File: config.mk
export PLATFORM = sky130hd
export DESIGN_NAME = baud_gen_frac
export DESIGN_NICKNAME = d
export VERILOG_FILES = /design/src/rtl/baud_gen_frac.sv
export SDC_FILE = /design/constraint.sdc
export NUM_CORES = 1
export LEC_CHECK = 0
export ABC_AREA = 1
export CORE_ASPECT_RATIO = 0.75
export CORE_MARGIN = 2
export CORE_UTILIZATION = 56
export CTS_CLUSTER_SIZE = 16
export DETAILED_ROUTE_END_ITERATION = 10
export GPL_TIMING_DRIVEN = 0
export PLACE_DENSITY_LB_ADDON = 0.1
export SKIP_CTS_REPAIR_TIMING = 1
export SLEW_MARGIN = 40
export SYNTH_ARGS = -nofsm -noshare
export SYNTH_HDL_FRONTEND = slang
export SYNTH_SLANG_ARGS = --single-unit
File: constraint.sdc
create_clock -name clk -period 4.4 [get_ports clk]
set_input_delay 0.88 -clock clk [delete_from_list [all_inputs] [get_ports clk]]
set_output_delay 0.88 -clock clk [all_outputs]
set_load 0.05 [all_outputs]
File: src/rtl/baud_gen_frac.sv
// Fractional baud-rate generator: integer+fractional divisor with a carry
// accumulator, producing oversample and bit ticks with live reprogramming.
module baud_gen_frac #(
    parameter int CLK_FREQ   = 50000000,
    parameter int BAUD_RATE  = 9600,
    parameter int OVERSAMPLE = 16,
    parameter int DIV_W      = 16,
    parameter int FRAC_W     = 4
) (
    input  logic              clk,
    input  logic              reset_n,
    input  logic              enable,
    input  logic [DIV_W-1:0]  div_int,
    input  logic [FRAC_W-1:0] div_frac,
    input  logic              cfg_load,
    input  logic              sync_clear,
    output logic              os_tick,
    output logic              bit_tick,
    output logic              cfg_pending,
    output logic              cfg_err
);

    localparam int CNT_W = DIV_W + 1;
    localparam int OS_W  = $clog2(OVERSAMPLE);

    localparam longint unsigned CLK_L   = CLK_FREQ;
    localparam longint unsigned DIVISOR = BAUD_RATE * OVERSAMPLE;
    localparam logic [DIV_W-1:0]  DEF_INT  = DIV_W'(CLK_L / DIVISOR);
    localparam logic [FRAC_W-1:0] DEF_FRAC = FRAC_W'((CLK_L << FRAC_W) / DIVISOR);
    localparam logic [OS_W-1:0]   OS_LAST  = OS_W'(OVERSAMPLE - 1);

    logic [DIV_W-1:0]  act_int_q,  act_int_d;
    logic [FRAC_W-1:0] act_frac_q, act_frac_d;
    logic [DIV_W-1:0]  sh_int_q,   sh_int_d;
    logic [FRAC_W-1:0] sh_frac_q,  sh_frac_d;
    logic [CNT_W-1:0]  len_q,      len_d;
    logic [CNT_W-1:0]  cnt_q,      cnt_d;
    logic [FRAC_W-1:0] acc_q,      acc_d;
    logic [OS_W-1:0]   os_cnt_q,   os_cnt_d;
    logic              os_tick_q,  os_tick_d;
    logic              bit_tick_q, bit_tick_d;
    logic              pend_q,     pend_d;
    logic              err_q,      err_d;

    logic              cfg_ok_s;
    logic              terminal_s;
    logic [FRAC_W:0]   sum_s;

    assign cfg_ok_s   = cfg_load && (div_int >= DIV_W'(2));
    assign terminal_s = (cnt_q == (len_q - CNT_W'(1)));
    assign sum_s      = {1'b0, acc_q} + {1'b0, act_frac_q};

    // Next-state: sync_clear and idle loads restart phase; otherwise count periods.
    always_comb begin
        act_int_d  = act_int_q;
        act_frac_d = act_frac_q;
        sh_int_d   = sh_int_q;
        sh_frac_d  = sh_frac_q;
        len_d      = len_q;
        cnt_d      = cnt_q;
        acc_d      = acc_q;
        os_cnt_d   = os_cnt_q;
        pend_d     = pend_q;
        os_tick_d  = 1'b0;
        bit_tick_d = 1'b0;
        err_d      = cfg_load && !cfg_ok_s;

        if (sync_clear) begin
            cnt_d    = '0;
            acc_d    = '0;
            os_cnt_d = '0;
            pend_d   = 1'b0;
            if (cfg_ok_s) begin
                act_int_d  = div_int;
                act_frac_d = div_frac;
                len_d      = {1'b0, div_int};
            end else if (pend_q) begin
                act_int_d  = sh_int_q;
                act_frac_d = sh_frac_q;
                len_d      = {1'b0, sh_int_q};
            end else begin
                len_d      = {1'b0, act_int_q};
            end
        end else if (cfg_ok_s && !enable) begin
            act_int_d  = div_int;
            act_frac_d = div_frac;
            len_d      = {1'b0, div_int};
            cnt_d      = '0;
            acc_d      = '0;
            os_cnt_d   = '0;
            pend_d     = 1'b0;
        end else if (enable) begin
            if (cfg_ok_s) begin
                sh_int_d  = div_int;
                sh_frac_d = div_frac;
                pend_d    = 1'b1;
            end else begin
                sh_int_d  = sh_int_q;
            end
            if (terminal_s) begin
                os_tick_d = 1'b1;
                cnt_d     = '0;
                if (os_cnt_q == OS_LAST) begin
                    os_cnt_d   = '0;
                    bit_tick_d = 1'b1;
                end else begin
                    os_cnt_d   = os_cnt_q + OS_W'(1);
                end
                // A load landing on this very edge defers to the next period end.
                if (pend_q && !cfg_ok_s) begin
                    act_int_d  = sh_int_q;
                    act_frac_d = sh_frac_q;
                    len_d      = {1'b0, sh_int_q};
                    acc_d      = '0;
                    pend_d     = 1'b0;
                end else begin
                    acc_d = sum_s[FRAC_W-1:0];
                    len_d = {1'b0, act_int_q} + CNT_W'(sum_s[FRAC_W]);
                end
            end else begin
                cnt_d = cnt_q + CNT_W'(1);
            end
        end else begin
            cnt_d = cnt_q;
        end
    end

    // State and registered outputs.
    always_ff @(posedge clk or negedge reset_n) begin
        if (!reset_n) begin
            act_int_q  <= DEF_INT;
            act_frac_q <= DEF_FRAC;
            sh_int_q   <= DEF_INT;
            sh_frac_q  <= DEF_FRAC;
            len_q      <= {1'b0, DEF_INT};
            cnt_q      <= '0;
            acc_q      <= '0;
            os_cnt_q   <= '0;
            os_tick_q  <= 1'b0;
            bit_tick_q <= 1'b0;
            pend_q     <= 1'b0;
            err_q      <= 1'b0;
        end else begin
            act_int_q  <= act_int_d;
            act_frac_q <= act_frac_d;
            sh_int_q   <= sh_int_d;
            sh_frac_q  <= sh_frac_d;
            len_q      <= len_d;
            cnt_q      <= cnt_d;
            acc_q      <= acc_d;
            os_cnt_q   <= os_cnt_d;
            os_tick_q  <= os_tick_d;
            bit_tick_q <= bit_tick_d;
            pend_q     <= pend_d;
            err_q      <= err_d;
        end
    end

    assign os_tick     = os_tick_q;
    assign bit_tick    = bit_tick_q;
    assign cfg_pending = pend_q;
    assign cfg_err     = err_q;

endmodule

Word-level counts from Yosys, hierarchy flattened:

Cells that the tools add are included.

* multiply operators: 0
* reductions and logical operators: 12
* divide/modulo/power cells: 0
* equality and inequality tests: 3
* mux-type cells: 50
* shifts and indexed selects: 0
* magnitude comparators: 1
* bitwise operators: 2
* $add $sub $neg: 5

Operators by type and width (count)
* $mux 17: 9
* $mux 16: 9
* $mux 4: 17
* $add 16x1->17: 1
* $add 17x1->17 const B: 1
* $eq 17x17->1: 1
* $sub 17x1->17 const B: 1
* $ge 16x2->1 const B: 1
* $mux 1: 15
* $reduce_bool 3->1: 3
* $reduce_and 4->1: 2
* $add 4x4->5: 1
* $add 4x1->4 const B: 1
* $eq 4x4->1 const B: 1
* $logic_and 1x1->1: 4
* $ne 3x1->1 const B: 1
* $logic_not 1->1: 2
* $not 1->1: 2
* $reduce_and 2->1: 1

* logic and storage cells: 85
* bits in latches: 0
* memory bits (read-only): 0
* bits of input ports: 25
* RAM bits: 0
* memories: 0
* bits in registers: 86

Logic depth before layout (Yosys ltp):

* word-level depth: 9
* depth in mapped cells: 18
* mapped depth without buffers: 18

Worst setup path after synthesis:

OpenSTA, ideal clock, no wires.

* path type: reg-to-reg
* from: register act_frac_q[0]
* to: register len_q[14]
* stages on the path, launching flop included: 19
* path slack: 2.016 ns
* data required time: 4.283 ns
* period minus slack after synthesis: 2.384 ns
* arrival: 2.267 ns
* cells stage by stage: dfrtp_1 ha_1 fa_1 nand3_1 nand2_1 ha_1 ha_1 nand3_1 nor2_1 nand2_1 inv_1 nand2_1 nor2_1 o21ai_0 nand2_1 nand3_1 nand2_1 nand3_1 nand2_1

* longest elaborated chain between the ends: 7

RTL lines
* from (decl): RTL line 33 `logic [FRAC_W-1:0] act_frac_q, act_frac_d;`
* from (signal assigned): RTL line 145 `act_frac_q <= act_frac_d;`
* $add 4x4->5: RTL line 51 `assign sum_s = {1'b0, acc_q} + {1'b0, act_frac_q};`
* $add 16x1->17: RTL line 118 `len_d = {1'b0, act_int_q} + CNT_W'(sum_s[FRAC_W]);`
* $mux 17: RTL line 110 `if (pend_q && !cfg_ok_s) begin`
* $mux 17: RTL line 100 `if (terminal_s) begin`
* $mux 17: RTL line 92 `end else if (enable) begin`
* $mux 17: RTL line 84 `end else if (cfg_ok_s && !enable) begin`
* $mux 17: RTL line 68 `if (sync_clear) begin`
* to (signal assigned): RTL line 135 `len_q <= {1'b0, DEF_INT};`
* to (signal assigned): RTL line 148 `len_q <= len_d;`
* to (decl): RTL line 36 `logic [CNT_W-1:0] len_q, len_d;`

No other way between the ends. The select of a mux whose other input is x is not followed.
A chain may end at the register's enable or synchronous reset.

Worst setup path in the final report:

* from: input port enable
* to: register sh_int_q[12]

* longest elaborated chain between the ends: 4

RTL lines
* from (decl): RTL line 12 `input logic enable,`
* $logic_not 1->1: RTL line 84
* $logic_and 1x1->1: RTL line 84
* $not 1->1 (no line)
* $reduce_and 4->1 (no line) (*)
* to (signal assigned): RTL line 146 `sh_int_q <= sh_int_d;`
* to (decl): RTL line 34 `logic [DIV_W-1:0] sh_int_q, sh_int_d;`

Mark *: on every way between the ends. The rest lies on a longest branch, timed or not.

==> key figures <==
Timing
  – Crit path time final: 3.34 ns
  – Number of setup violations in the final report: 0
  – Setup repair after global routing missed its margin: false
  – Max-slew headroom at the worst pin: 52.1%
  – Maximum clock skew at final layout: 0.00531 ns
  – Worst Max-Slew Pin Slew: 0.718 ns
  – Final hold vios: 0
  – Final period utilization: between 70% and 80%
  – Final worst setup slack: 1.06 ns
  – Highest clock frequency the design can meet: 300 MHz
  – Final-report max-slew violation count: 0

Place
  – Final HPWL from detailed placement: 14600 µm
  – Weighted congestion reported at the end of routability-driven placement: around 1.1
  – Instance area after placement: 0.00665 mm²
  – I/O Buffers: 28
  – Placement-stage worst setup slack: 0.916 ns

Pwr
  – Clock group share of total power: a little under a third
  – Switching share of power: 36.3%
  – Net switching power: around 0.00093 W
  – Worst VDD drop: 0.000220 V
  – Power density over the cells: roughly 370 mW/mm²
  – Leakage component of the power: 3.46 nW
  – Pint: 0.00163 W
  – Overall power after layout: approximately 0.0026 W
  – Proportion of power drawn by combinational gates: 28.8%
  – Sequential fraction of design power: 40.9%

Flow run
  – # Max-Cap Violations: 0

Drt
  – DRT Wirelength: about 19000 µm
  – Vias after detailed routing: 6384
  – Per-cell routed wire length: 17.6 µm
  – Detail Route Antenna Nets: 0
  – Number of remaining DRC errors: 0
  – First-pass iteration count of the detailed router: 6
  – Per-cell via count in the routed design: approximately 5.9
  – DRC marker count from the first detailed-route iteration: 641

Synthesis
  – Adder-cell share of the synthesized area: between 2 and 2.5%
  – Primary FF master, synth: sky130_fd_sc_hd__dfrtp_1
  – Number of flops mapped to enable cells by yosys: 0
  – Portion of netlist area occupied by mux cells: 0%
  – Fraction of the mapped netlist area in compound gates: 12.7%
  – Post-synthesis cell type count: 43
  – Yosys warning total: 0
  – Xor/xnor share of the synthesized area: 4.40%
  – Average cell area after synthesis: 6.81 µm²
  – Ys async rst share: 100%
  – Total of flip-flops plus latches after synthesis: 86
  – Sequential share of the synthesized area: 35.2%
  – Dominant combinational cell family by area after synthesis: simple AND/OR/NAND/NOR gates
  – Net Count, Synth: 941
  – Cell area after synthesis: 0.00617 mm²
  – Post-synthesis simple-gate area fraction: 35.4%
  – Syn Inst Count: 906

Clocking
  – Maximum count of clock buffers along a single path: 2
  – Depth of the CTS H-tree: 3
  – TritonCTS clock tree: yes
  – Clock buffer count from CTS: 9
  – Clock insertion delay at the later pin of the skew report: 0.35 ns
  – Clock-pin slew of the registers on the worst-case setup and hold paths: 0.06 ns
  – CTS root buffer: sky130_fd_sc_hd__clkbuf_16
  – Clk sink count: 86

Floorplan
  – IO Count: 29
  – Die Area: 0.0119 mm²
  – Initial Util: 57.0%
  – Core Footprint: 0.0108 mm²
  – Row count: 33
  – Die Width: 125 µm
  – Die boundary height: 94.9 µm

Worst setup path
  – Crit path max-delay cell type: sky130_fd_sc_hd__clkdlybuf4s50_1
  – Most used cell along the critical path: sky130_fd_sc_hd__inv_2
  – Category of the worst setup path capture point: flip-flop
  – Cells traversed along the worst timing path: clkdlybuf4s50_1 -> inv_2 -> nor2_8 -> inv_2 -> nor2_2 -> clkbuf_1 -> o22ai_1
  – Required time reported for the critical path endpoint: 4.59 ns
  – Data arrival time of the critical path: 3.52 ns
  – Setup slack on the worst flop-to-flop path: approximately 1.4 ns
  – Classification of the worst setup path: input port to flip-flop
  – Critical path launch point type: input port
  – Largest incremental delay on the critical path: 0.75 ns
  – Crit-path max FO: 10

Global route
  – Global-route wire length before repair: 30100 µm
  – Pin count of the biggest net entering global routing: 47
  – Total Routing Usage GR: 32.9%
  – Via count of the first global-routing pass: 5725
  – Antenna violations before repair: 0
  – Overflow left after global routing: 0

Final layout
  – Non-Filler Cell Area, Final: 0.00695 mm²
  – Share of the core filled with cells in the final layout: 64.2%
  – Syn-to-layout area delta: 12.6%
  – Share of final-layout standard cells stronger than drive strength 1: roughly 10%
  – Nets: 981
  – Final antenna diode count: 0

Min path
  – Path class of the lowest-slack min-delay path: input port to asynchronous set/reset pin

Status
  – Status: complete, no violations
[per-layer routing]
metal	global-route usage (%)	part of all wire, %
met1	49.2	46
met2	48.1	42
met3	6.46	10
met4	9.63	1.8
met5	0	0
[power by group through the flow]
stage | Combinational (W) | Sequential (W) | Clock [W]
floorplan | 0.000517 | 0.00102 | 0
global placement | 0.000694 | 0.00105 | 0
detailed placement | 0.000719 | 0.00105 | 0
CTS | 0.000722 | 0.00104 | 0.000776
global route | 0.000825 | 0.00106 | 0.000806
finish | 0.000736 | 0.00104 | 0.000774
[synthesized netlist by cell type (9+ instances only)]
library cell	instances	area (µm²)
sky130_fd_sc_hd__ha_1	9	113
sky130_fd_sc_hd__clkbuf_1	13	48.8
sky130_fd_sc_hd__o21ai_1	10	50.1
sky130_fd_sc_hd__nor2_1	64	240
sky130_fd_sc_hd__nand3_1	53	265
sky130_fd_sc_hd__o21ai_0	58	290
sky130_fd_sc_hd__nand2_1	320	1200
sky130_fd_sc_hd__inv_1	99	372
sky130_fd_sc_hd__dfrtp_1	72	1800
sky130_fd_sc_hd__o22ai_1	26	163
sky130_fd_sc_hd__buf_2	12	60.1
sky130_fd_sc_hd__a21oi_1	9	45.0
sky130_fd_sc_hd__o21ai_2	18	158
sky130_fd_sc_hd__dfstp_2	14	368
sky130_fd_sc_hd__xor2_1	24	210
sky130_fd_sc_hd__nand4_1	37	231
sky130_fd_sc_hd__nor2_2	10	62.6
[critical path, delay by kind of cell]
kind / cells / cell delay, ns
compound gates: 1 / 0.16
buf+inv: 4 / 1.66
simple gates: 2 / 0.81
[kinds of logic (layout without fill, tap and decap cells)]
| kind of cell | Yosys count | in the layout |
|---|---|---|
| and+or+nand+nor | 506 | 506 |
| buffers and inverters | 142 | 187 |
| xor gates and xnor gates | 31 | 31 |
| DFF | 86 | 86 |
| AOI/OAI and AO/OA | 131 | 131 |
| adders and majority gates | 10 | 10 |
[cell type report]
type                    count  area (µm²)
flip-flops and latches     86        2170
plain buffers              37         231
inverters                 105         394
repair buffers             29         309
multi-input cells         678        3370
well taps                 140         175
clock inverters             5        60.1
clock buffers              11         233
fillers                  1011        3870
[layout by cell type (no fill, tap or decap), drive strengths merged]
| cell | n |
|---|---|
| clkinvlp | 4 |
| nand3b | 2 |
| nor3 | 8 |
| a31oi | 1 |
| o22ai | 26 |
| fa | 1 |
| nand4 | 37 |
| nor2 | 77 |
| nor4 | 2 |
| a21oi | 9 |
| xnor2 | 7 |
| clkbuf | 25 |
| bufinv | 1 |
| inv | 105 |
| dfstp | 14 |
| o211ai | 2 |
| a21boi | 1 |
| o21ai | 86 |
| buf | 25 |
| o21bai | 2 |
| or2 | 1 |
| clkdlybuf4s50 | 27 |
| ha | 9 |
| xor2 | 24 |
| nand3 | 54 |
| o2111ai | 3 |
| o31ai | 1 |
| nand2 | 325 |
| dfrtp | 72 |
[sequential cells by signal, indices dropped and copies added, names as in the netlist]
signal       cells
cfg_err          1
cfg_pending      1
act_int_q       16
len_q           17
os_cnt_q         4
sh_int_q        16
act_frac_q       4
acc_q            4
bit_tick         1
os_tick          1
sh_frac_q        4
cnt_q           17
[stage by stage]
| stage | cells | hold WS [ns] | TNS (ns) |
|---|---|---|---|
| after floorplan | 906 | 0.445 | 0 |
| after global placement | 1074 | 0.470 | -49.43 |
| after detailed placement | 1075 | 0.466 | 0 |
| after CTS | 1091 | 0.463 | 0 |
| after global routing | 1091 | 0.474 | 0 |
| final | 1091 | 0.452 | 0 |
[path summary, 6_finish.rpt]
kind                                from       endpoint  cells after the start
max in group asynchronous        reset_n    sh_int_q[6]                      2
hold reg to reg            act_frac_q[3]  act_frac_q[3]                      2
setup / recovery                  enable   sh_int_q[12]                      7
setup reg to reg           act_frac_q[0]      len_q[12]                     18
min in group clk           act_frac_q[3]  act_frac_q[3]                      2
hold / removal                   reset_n   act_int_q[1]                      1
No activity file was read; power rests on OpenSTA's default activity.
